### src/rtl/proteus_pkg.sv
`default_nettype none
// ============================================================================
// Module      : proteus_pkg
// Description : Shared datapath widths and helpers for the NBout writeback
//               path. Holds the default sample width, index widths and the
//               precision decode used by the packer and its rounder.
// Revision    : 1.0 - initial release
// ============================================================================
package proteus_pkg;

    localparam int BIT_WIDTH_DEF  = 16;
    localparam int BIT_IDX_DEF    = 4;
    localparam int SHIFT_BITS_DEF = 5;

    // The precision field encodes p-1 so that a full BIT_WIDTH precision fits
    // in a log2(BIT_WIDTH)-bit field.
    function automatic int unsigned prec_decode(input int unsigned n);
        return n + 1;
    endfunction

endpackage
`default_nettype wire

### src/rtl/nbout_round_sat.sv
`default_nettype none
// ============================================================================
// Module      : nbout_round_sat
// Description : Combinational per-sample rounder. Drops i_offset fractional
//               bits with round-half-up, then reduces the result to a p-bit
//               signed field (p = i_n+1), returned zero-extended.
//               NBOUT_PACKER_SAT_EN defined : clamp out-of-range, flag o_sat.
//               NBOUT_PACKER_SAT_EN undefined: wrap to p bits, o_sat = 0.
// Ports       : i_in     - two's-complement sample
//               i_n      - precision minus one
//               i_offset - fractional bits to drop
//               o_field  - p-bit result in the LSBs, upper bits zero
//               o_sat    - this sample was clamped
// Revision    : 1.0 - initial release
// ============================================================================
module nbout_round_sat
    import proteus_pkg::*;
#(
    parameter int BIT_WIDTH = BIT_WIDTH_DEF,
    parameter int BIT_IDX   = BIT_IDX_DEF
) (
    input  logic [BIT_WIDTH-1:0] i_in,
    input  logic [BIT_IDX-1:0]   i_n,
    input  logic [BIT_IDX-1:0]   i_offset,
    output logic [BIT_WIDTH-1:0] o_field,
    output logic                 o_sat
);

    // One guard bit so the rounding increment can never overflow the sign.
    localparam int EW = BIT_WIDTH + 1;

    logic [BIT_IDX:0]       w_p;
    logic signed [EW-1:0]   w_in_ext;
    logic signed [EW-1:0]   w_shr;
    logic                   w_rbit;
    logic signed [EW-1:0]   w_r;
    logic signed [EW-1:0]   w_val;
    logic [BIT_WIDTH-1:0]   w_mask;

    assign w_p      = (BIT_IDX+1)'(prec_decode(32'(i_n)));
    assign w_in_ext = $signed({i_in[BIT_WIDTH-1], i_in});
    assign w_shr    = w_in_ext >>> i_offset;
    assign w_rbit   = (i_offset != '0) ? i_in[i_offset - 1'b1] : 1'b0;
    assign w_r      = w_shr + $signed({{(EW-1){1'b0}}, w_rbit});
    // Shifting all-ones by p=BIT_WIDTH yields zero, so the mask is all-ones.
    assign w_mask   = ~({BIT_WIDTH{1'b1}} << w_p);

`ifdef NBOUT_PACKER_SAT_EN
    logic signed [EW-1:0] w_lim;
    logic signed [EW-1:0] w_max;
    logic signed [EW-1:0] w_min;
    logic                 w_hi;
    logic                 w_lo;

    assign w_lim = $signed(EW'(1) << (w_p - 1'b1));
    assign w_max = w_lim - $signed(EW'(1));
    assign w_min = -w_lim;
    assign w_hi  = w_r > w_max;
    assign w_lo  = w_r < w_min;
    assign w_val = w_hi ? w_max : (w_lo ? w_min : w_r);
    assign o_sat = w_hi | w_lo;
`else
    assign w_val = w_r;
    assign o_sat = 1'b0;
`endif

    assign o_field = BIT_WIDTH'(w_val) & w_mask;

endmodule
`default_nettype wire

### src/rtl/nbout_stream_packer.sv
`default_nettype none
// ============================================================================
// Module      : nbout_stream_packer
// Description : Streaming NBout writeback packer. Rounds each accepted sample
//               to the packet precision, appends it LSB-first into a
//               2*BIT_WIDTH register and queues each completed word in an
//               output FIFO. i_last flushes a zero-padded partial word.
//               Optional saturation: NBOUT_PACKER_SAT_EN.
// Ports       : clk, rst            - clock, synchronous active-high reset
//               i_valid/o_in_ready  - input handshake
//               i_in, i_last        - sample, end of packet
//               i_n, i_offset       - precision-1, dropped fractional bits
//               o_valid/i_ready     - output handshake
//               o_out, o_last       - packed word, final word of packet
//               o_sat               - sticky saturation flag for the packet
// Revision    : 1.0 - initial release
// ============================================================================
module nbout_stream_packer
    import proteus_pkg::*;
#(
    parameter int BIT_WIDTH  = BIT_WIDTH_DEF,
    parameter int BIT_IDX    = BIT_IDX_DEF,
    parameter int SHIFT_BITS = SHIFT_BITS_DEF,
    parameter int FIFO_DEPTH = 4
) (
    input  logic                 clk,
    input  logic                 rst,
    input  logic                 i_valid,
    output logic                 o_in_ready,
    input  logic [BIT_WIDTH-1:0] i_in,
    input  logic                 i_last,
    input  logic [BIT_IDX-1:0]   i_n,
    input  logic [BIT_IDX-1:0]   i_offset,
    output logic                 o_valid,
    input  logic                 i_ready,
    output logic [BIT_WIDTH-1:0] o_out,
    output logic                 o_last,
    output logic                 o_sat
);

    localparam int PTR_W = $clog2(FIFO_DEPTH);
    localparam int CNT_W = PTR_W + 1;
    localparam int ACC_W = 2 * BIT_WIDTH;
    localparam logic [SHIFT_BITS-1:0] c_FILL_WORD = SHIFT_BITS'(BIT_WIDTH);
    // A beat can push two words, so input is held off below two free slots.
    localparam logic [CNT_W-1:0]      c_READY_MAX = CNT_W'(FIFO_DEPTH - 2);

    // Packing state; r_first marks that the next beat opens a packet.
    logic                  r_first;
    logic [BIT_IDX-1:0]    r_n;
    logic [BIT_IDX-1:0]    r_offset;
    logic [ACC_W-1:0]      r_acc;
    logic [SHIFT_BITS-1:0] r_fill;

    logic [BIT_WIDTH-1:0]  r_mem_word [FIFO_DEPTH];
    logic                  r_mem_last [FIFO_DEPTH];
    logic [PTR_W-1:0]      r_wr_ptr;
    logic [PTR_W-1:0]      r_rd_ptr;
    logic [CNT_W-1:0]      r_count;

    logic                  w_accept;
    logic                  w_pop;
    logic [BIT_IDX-1:0]    w_n;
    logic [BIT_IDX-1:0]    w_offset;
    logic [SHIFT_BITS-1:0] w_p;
    logic [BIT_WIDTH-1:0]  w_field;
    logic                  w_sat;
    logic [ACC_W-1:0]      w_acc_new;
    logic [ACC_W-1:0]      w_acc_rem;
    logic [SHIFT_BITS-1:0] w_fill_new;
    logic [SHIFT_BITS-1:0] w_fill_rem;
    logic                  w_full;
    logic                  w_flush_res;
    logic [1:0]            w_push_cnt;
    logic                  w_last_a;

    assign o_in_ready = !rst && (r_count <= c_READY_MAX);
    assign w_accept   = i_valid & o_in_ready;
    assign o_valid    = !rst && (r_count != '0);
    assign w_pop      = o_valid & i_ready;
    assign o_out      = o_valid ? r_mem_word[r_rd_ptr] : '0;
    assign o_last     = o_valid ? r_mem_last[r_rd_ptr] : 1'b0;

    // The first beat of a packet uses its own config before it is latched.
    assign w_n      = r_first ? i_n      : r_n;
    assign w_offset = r_first ? i_offset : r_offset;
    assign w_p      = SHIFT_BITS'(prec_decode(32'(w_n)));

    nbout_round_sat #(
        .BIT_WIDTH (BIT_WIDTH),
        .BIT_IDX   (BIT_IDX)
    ) u_round_sat (
        .i_in     (i_in),
        .i_n      (w_n),
        .i_offset (w_offset),
        .o_field  (w_field),
        .o_sat    (w_sat)
    );

    assign w_acc_new   = r_acc | ({{BIT_WIDTH{1'b0}}, w_field} << r_fill);
    assign w_fill_new  = r_fill + w_p;
    assign w_full      = w_fill_new >= c_FILL_WORD;
    assign w_acc_rem   = w_full ? (w_acc_new >> BIT_WIDTH) : w_acc_new;
    assign w_fill_rem  = w_full ? (w_fill_new - c_FILL_WORD) : w_fill_new;
    assign w_flush_res = i_last && (w_fill_rem != '0);

    // Word A is always the low half of the updated accumulator: either the
    // completed word or, when nothing completed, the residual being flushed.
    // Word B only exists when a completed word is followed by a residual.
    always_comb begin
        w_push_cnt = 2'd0;
        w_last_a   = 1'b0;
        if (w_accept) begin
            if (w_full) begin
                w_push_cnt = w_flush_res ? 2'd2 : 2'd1;
                w_last_a   = i_last & ~w_flush_res;
            end else if (w_flush_res) begin
                w_push_cnt = 2'd1;
                w_last_a   = 1'b1;
            end
        end
    end

    always_ff @(posedge clk) begin
        if (rst) begin
            r_first  <= 1'b1;
            r_n      <= '0;
            r_offset <= '0;
            r_acc    <= '0;
            r_fill   <= '0;
            r_wr_ptr <= '0;
            r_rd_ptr <= '0;
            r_count  <= '0;
        end else begin
            if (w_accept) begin
                if (r_first) begin
                    r_n      <= i_n;
                    r_offset <= i_offset;
                end
                if (i_last) begin
                    r_acc   <= '0;
                    r_fill  <= '0;
                    r_first <= 1'b1;
                end else begin
                    r_acc   <= w_acc_rem;
                    r_fill  <= w_fill_rem;
                    r_first <= 1'b0;
                end
            end
            if (w_push_cnt != 2'd0) begin
                r_mem_word[r_wr_ptr] <= w_acc_new[BIT_WIDTH-1:0];
                r_mem_last[r_wr_ptr] <= w_last_a;
            end
            if (w_push_cnt == 2'd2) begin
                r_mem_word[r_wr_ptr + PTR_W'(1)] <= w_acc_rem[BIT_WIDTH-1:0];
                r_mem_last[r_wr_ptr + PTR_W'(1)] <= 1'b1;
            end
            r_wr_ptr <= r_wr_ptr + PTR_W'(w_push_cnt);
            r_rd_ptr <= r_rd_ptr + PTR_W'(w_pop);
            r_count  <= r_count + CNT_W'(w_push_cnt) - CNT_W'(w_pop);
        end
    end

`ifdef NBOUT_PACKER_SAT_EN
    logic r_sat;

    always_ff @(posedge clk) begin
        if (rst) begin
            r_sat <= 1'b0;
        end else if (w_accept) begin
            r_sat <= r_first ? w_sat : (r_sat | w_sat);
        end
    end

    assign o_sat = r_sat;
`else
    assign o_sat = 1'b0;
`endif

endmodule
`default_nettype wire

### config.mk
export PLATFORM = sky130hd
export DESIGN_NAME = nbout_stream_packer
export DESIGN_NICKNAME = d
export VERILOG_FILES = /design/src/rtl/proteus_pkg.sv /design/src/rtl/nbout_round_sat.sv /design/src/rtl/nbout_stream_packer.sv
export SDC_FILE = /design/constraint.sdc
export NUM_CORES = 1
export LEC_CHECK = 0
export ABC_AREA = 1
export CAP_MARGIN = 20
export CORE_ASPECT_RATIO = 0.8
export CORE_MARGIN = 2
export CORE_UTILIZATION = 40
export CTS_BUF_LIST = sky130_fd_sc_hd__clkbuf_4
export DETAILED_ROUTE_END_ITERATION = 10
export HOLD_SLACK_MARGIN = 0.06
export PLACE_DENSITY = 0.55
export SLEW_MARGIN = 20
export SYNTH_ARGS = -nofsm -noshare
export SYNTH_HDL_FRONTEND = slang
export SYNTH_SLANG_ARGS = --single-unit
export TNS_END_PERCENT = 5
### constraint.sdc
create_clock -name clk -period 9.3 [get_ports clk]
set_input_delay 1.86 -clock clk [delete_from_list [all_inputs] [get_ports clk]]
set_output_delay 1.86 -clock clk [all_outputs]
set_load 0.02 [all_outputs]
==> metrics.txt <==
run status=complete, no violations; gpl congestion=0.959; cts hold-fix bufs=0; slack of the worst reg-to-reg path=3.60 ns; Worst Reg-to-Reg Cells=23; Setup crit end kind=flip-flop; max_slew headroom=0.349; crit path kind=in2reg; DRC violation total after the first TritonRoute iteration=1171; accumulated negative setup slack=0 ns; Synth-to-Final Area Change=9.63%; number of inserted diodes=0; y dimension of the die=141 um; path type of the worst min-delay path=reg2reg; die width=175 um; cell count after synthesis=1376; vias in the first global route=8371; Total Nets Final=1435; total of buffers placed on input and output ports=47; Std-Cell Rows=50; Yosys reg bits=121; initial standard-cell utilization of the core=0.404; signal arrival time at the worst endpoint=6.95 ns; total global-route track usage=0.258; final hold slack=0.466 ns; Synth Flop Type=sky130_fd_sc_hd__edfxtp_1; Detailed Place HPWL=24500 um; proportion of synthesized flip-flops having asynchronous set or reset=0; overall overflow remaining after global route=0; startpoint of the lowest-slack register-to-register path=r_first; total number of vias=9477; Final Hold Vio Count=0; total die area=24800 um^2; fraction of final layout cells sized beyond drive strength 1=0.109; Synth area leader=sky130_fd_sc_hd__edfxtp_1; Power per Cell Area=207 nW/um^2; area share of the largest cell type after synthesis=0.204; antenna violation net count after detailed routing=0; post-synthesis cell area=9410 um^2; number of setup violations in the final report=0; Hold Crit Endpoint=r_acc[22]; layout filler cell count=2452; antenna violations before repair=0; yosys warns=0; number of max-slew violations in the final report=0; total I/O pin count=49; Core Box Area=23300 um^2; number of detailed-routing iterations run before antenna repair=6; sequential share of the synthesized area=0.326; total wirelength of the detailed-routed design=31800 um; Root Buffer Master=sky130_fd_sc_hd__clkbuf_4; CP cell instances=clkdlybuf4s50_1 > nand2_1 > o21ai_1 > ha_1 > inv_1 > ha_1 > inv_1 > ha_1 > inv_1 > o21ai_0 > a21oi_1 > xor2_1 > xor2_2 > inv_1 > ha_1 > inv_1 > nor2_1 > nor2_1 > inv_1 > nor3_2 > buf_4 > inv_1 > nand2_1; number of enable flip-flop cells after synthesis=64; Remaining DRCs=0; Largest stage delay, worst path=0.79 ns; most common cell in the synthesized netlist=sky130_fd_sc_hd__nand2_1; clock tree from TritonCTS=done; maximum frequency from static timing analysis=147 MHz; HP Start=r_acc[22]; Inserted Clock Buffers=17; latest clock arrival within the worst-skew pair=0.58 ns; count of max-cap constraint violations=0; number of post-CTS setup repair buffers=0; Setup Skew=0.0286 ns; setup repair after global routing missed its margin=false; Largest delay share family, worst path=buffers and inverters; Post-Synthesis Net Count=1425; Max FO, Critical Path=24; maximum number of pins on one net before global-route repair=56; Clock Tree Buf Depth=2; routed length per instance=18.6 um; cell types with the largest area share after synthesis=sky130_fd_sc_hd__edfxtp_1, sky130_fd_sc_hd__nand3_1, sky130_fd_sc_hd__nand2_1; deepest level of the CTS H-tree=4; drt via density=5.54; data required time at the worst endpoint=9.45 ns; slowest stage cell, crit path=sky130_fd_sc_hd__xor2_2; number of sinks handled by clock tree synthesis=121; Final Critical Period=6.79 ns; clock transition time at the flip-flop clock pins of the worst setup and hold paths=0.11 ns; maximum vdd ir drop=0.0000647 V; Worst Path Buf+Inv=9; actual transition at the worst max-transition pin=0.976 ns; Avg Cell Area, Syn=6.84 um^2; final clock period utilization by the worst path=0.730; Worst Hold Path Cells=2; leading cell types by count after synthesis=sky130_fd_sc_hd__nand2_1, sky130_fd_sc_hd__nand3_1, sky130_fd_sc_hd__nor2_1; CP most frequent cell=sky130_fd_sc_hd__inv_1; static leakage=4.36 nW; end of the worst register-to-register path=r_mem_word[1][12]; count of cell types in the netlist=52; startpoint kind of the worst setup timing path=input port; first-pass GRT wire length=48400 um; quantity of gates resized following cts=0
[per-stage QoR]
stage                util  instances  power, mW  setup slack, ns  area [um^2]
global route        0.443       1711       2.27             1.99        10300
detailed placement  0.431       1679       1.73             1.94        10000
finish              0.443       1711       2.13             2.51        10300
global placement    0.431       1679       1.74             2.05        10000
floorplan               -       1376       1.38             3.04         9410
CTS                 0.443       1711       2.12             2.54        10300
[power by group]
part,internal [mW],switching (mW),leakage (nW),total [mW]
registers,0.638,0.0222,1.05,0.660
logic,0.305,0.781,3.17,1.09
clock network,0.163,0.223,0.142,0.386
[worst max path at each step]
stage / start / end / depth (start not counted)
after floorplan: i_n[1] / r_mem_word[0][0] / 24
after global placement: i_n[1] / r_mem_word[2][13] / 23
after detailed placement: i_n[1] / r_mem_word[1][11] / 23
after CTS: i_n[1] / r_mem_word[1][14] / 23
after global routing: i_n[1] / r_mem_word[1][12] / 23
final: i_n[1] / r_mem_word[1][12] / 23
[registers in the layout, indices dropped and copies added, names as in the netlist]
signal,count
r_mem_word,64
r_acc,32
r_fill,5
r_mem_last,4
r_n,4
r_offset,4
r_count,3
r_rd_ptr,2
r_wr_ptr,2
r_first,1
[final cells by class]
| type | instances | area (um^2) | share of cell area |
|---|---|---|---|
| well taps | 312 | 390 | 0.0379 |
| clock inverters | 14 | 146 | 0.0142 |
| multi-input cells | 1061 | 5540 | 0.537 |
| inverters | 124 | 470 | 0.0456 |
| clock buffers | 18 | 135 | 0.0131 |
| repair buffers | 61 | 571 | 0.0553 |
| flip-flops and latches | 121 | 3060 | 0.297 |
[worst reg2reg max path, stage by stage, from the launching register on]
cell	delay (ns)
sky130_fd_sc_hd__dfxtp_1	0.33
sky130_fd_sc_hd__buf_4	0.32
sky130_fd_sc_hd__nand2_1	0.10
sky130_fd_sc_hd__o21ai_1	0.18
sky130_fd_sc_hd__ha_1	0.25
sky130_fd_sc_hd__inv_1	0.05
sky130_fd_sc_hd__ha_1	0.33
sky130_fd_sc_hd__inv_1	0.10
sky130_fd_sc_hd__ha_1	0.31
sky130_fd_sc_hd__inv_1	0.07
sky130_fd_sc_hd__o21ai_0	0.07
sky130_fd_sc_hd__a21oi_1	0.16
sky130_fd_sc_hd__xor2_1	0.24
sky130_fd_sc_hd__xor2_2	0.79
sky130_fd_sc_hd__inv_1	0.16
sky130_fd_sc_hd__ha_1	0.33
sky130_fd_sc_hd__inv_1	0.03
sky130_fd_sc_hd__nor2_1	0.16
sky130_fd_sc_hd__nor2_1	0.07
sky130_fd_sc_hd__inv_1	0.17
sky130_fd_sc_hd__nor3_2	0.06
sky130_fd_sc_hd__buf_4	0.21
sky130_fd_sc_hd__inv_1	0.27
sky130_fd_sc_hd__nand2_1	0.51
[cell usage in the layout (no fill, tap or decap), drive strengths merged, types with 11 or more instances in the layout]
cell type,Yosys,final
dfxtp,57,57
nand3,327,327
nand4,16,16
nand2,341,341
nor2,135,135
buf,33,15
clkdlybuf4s50,0,46
ha,18,18
inv,119,122
clkbuf,37,18
o21ai,103,103
edfxtp,64,64
a21oi,74,74
clkinv,5,11
xor2,11,11
[routing by layer]
layer / up-vias / global-route usage / part of all wire
li1: 4658 / - / -
met1: 4355 / 0.412 / 0.51
met2: 437 / 0.344 / 0.39
met3: 27 / 0.0615 / 0.097
met4: 0 / 0.0483 / 0.012
met5: - / 0 / 0
[kinds of logic after synthesis]
kind of cell	after synthesis	share of synthesized area
xor gates and xnor gates	14	0.0146
AOI/OAI and AO/OA	198	0.118
other	1	0.000399
muxes	1	0.00239
DFF	121	0.326
adders and majority gates	20	0.0282
buffers and inverters	194	0.0887
and+or+nand+nor	827	0.422
Power figures use the tool's default switching activity.
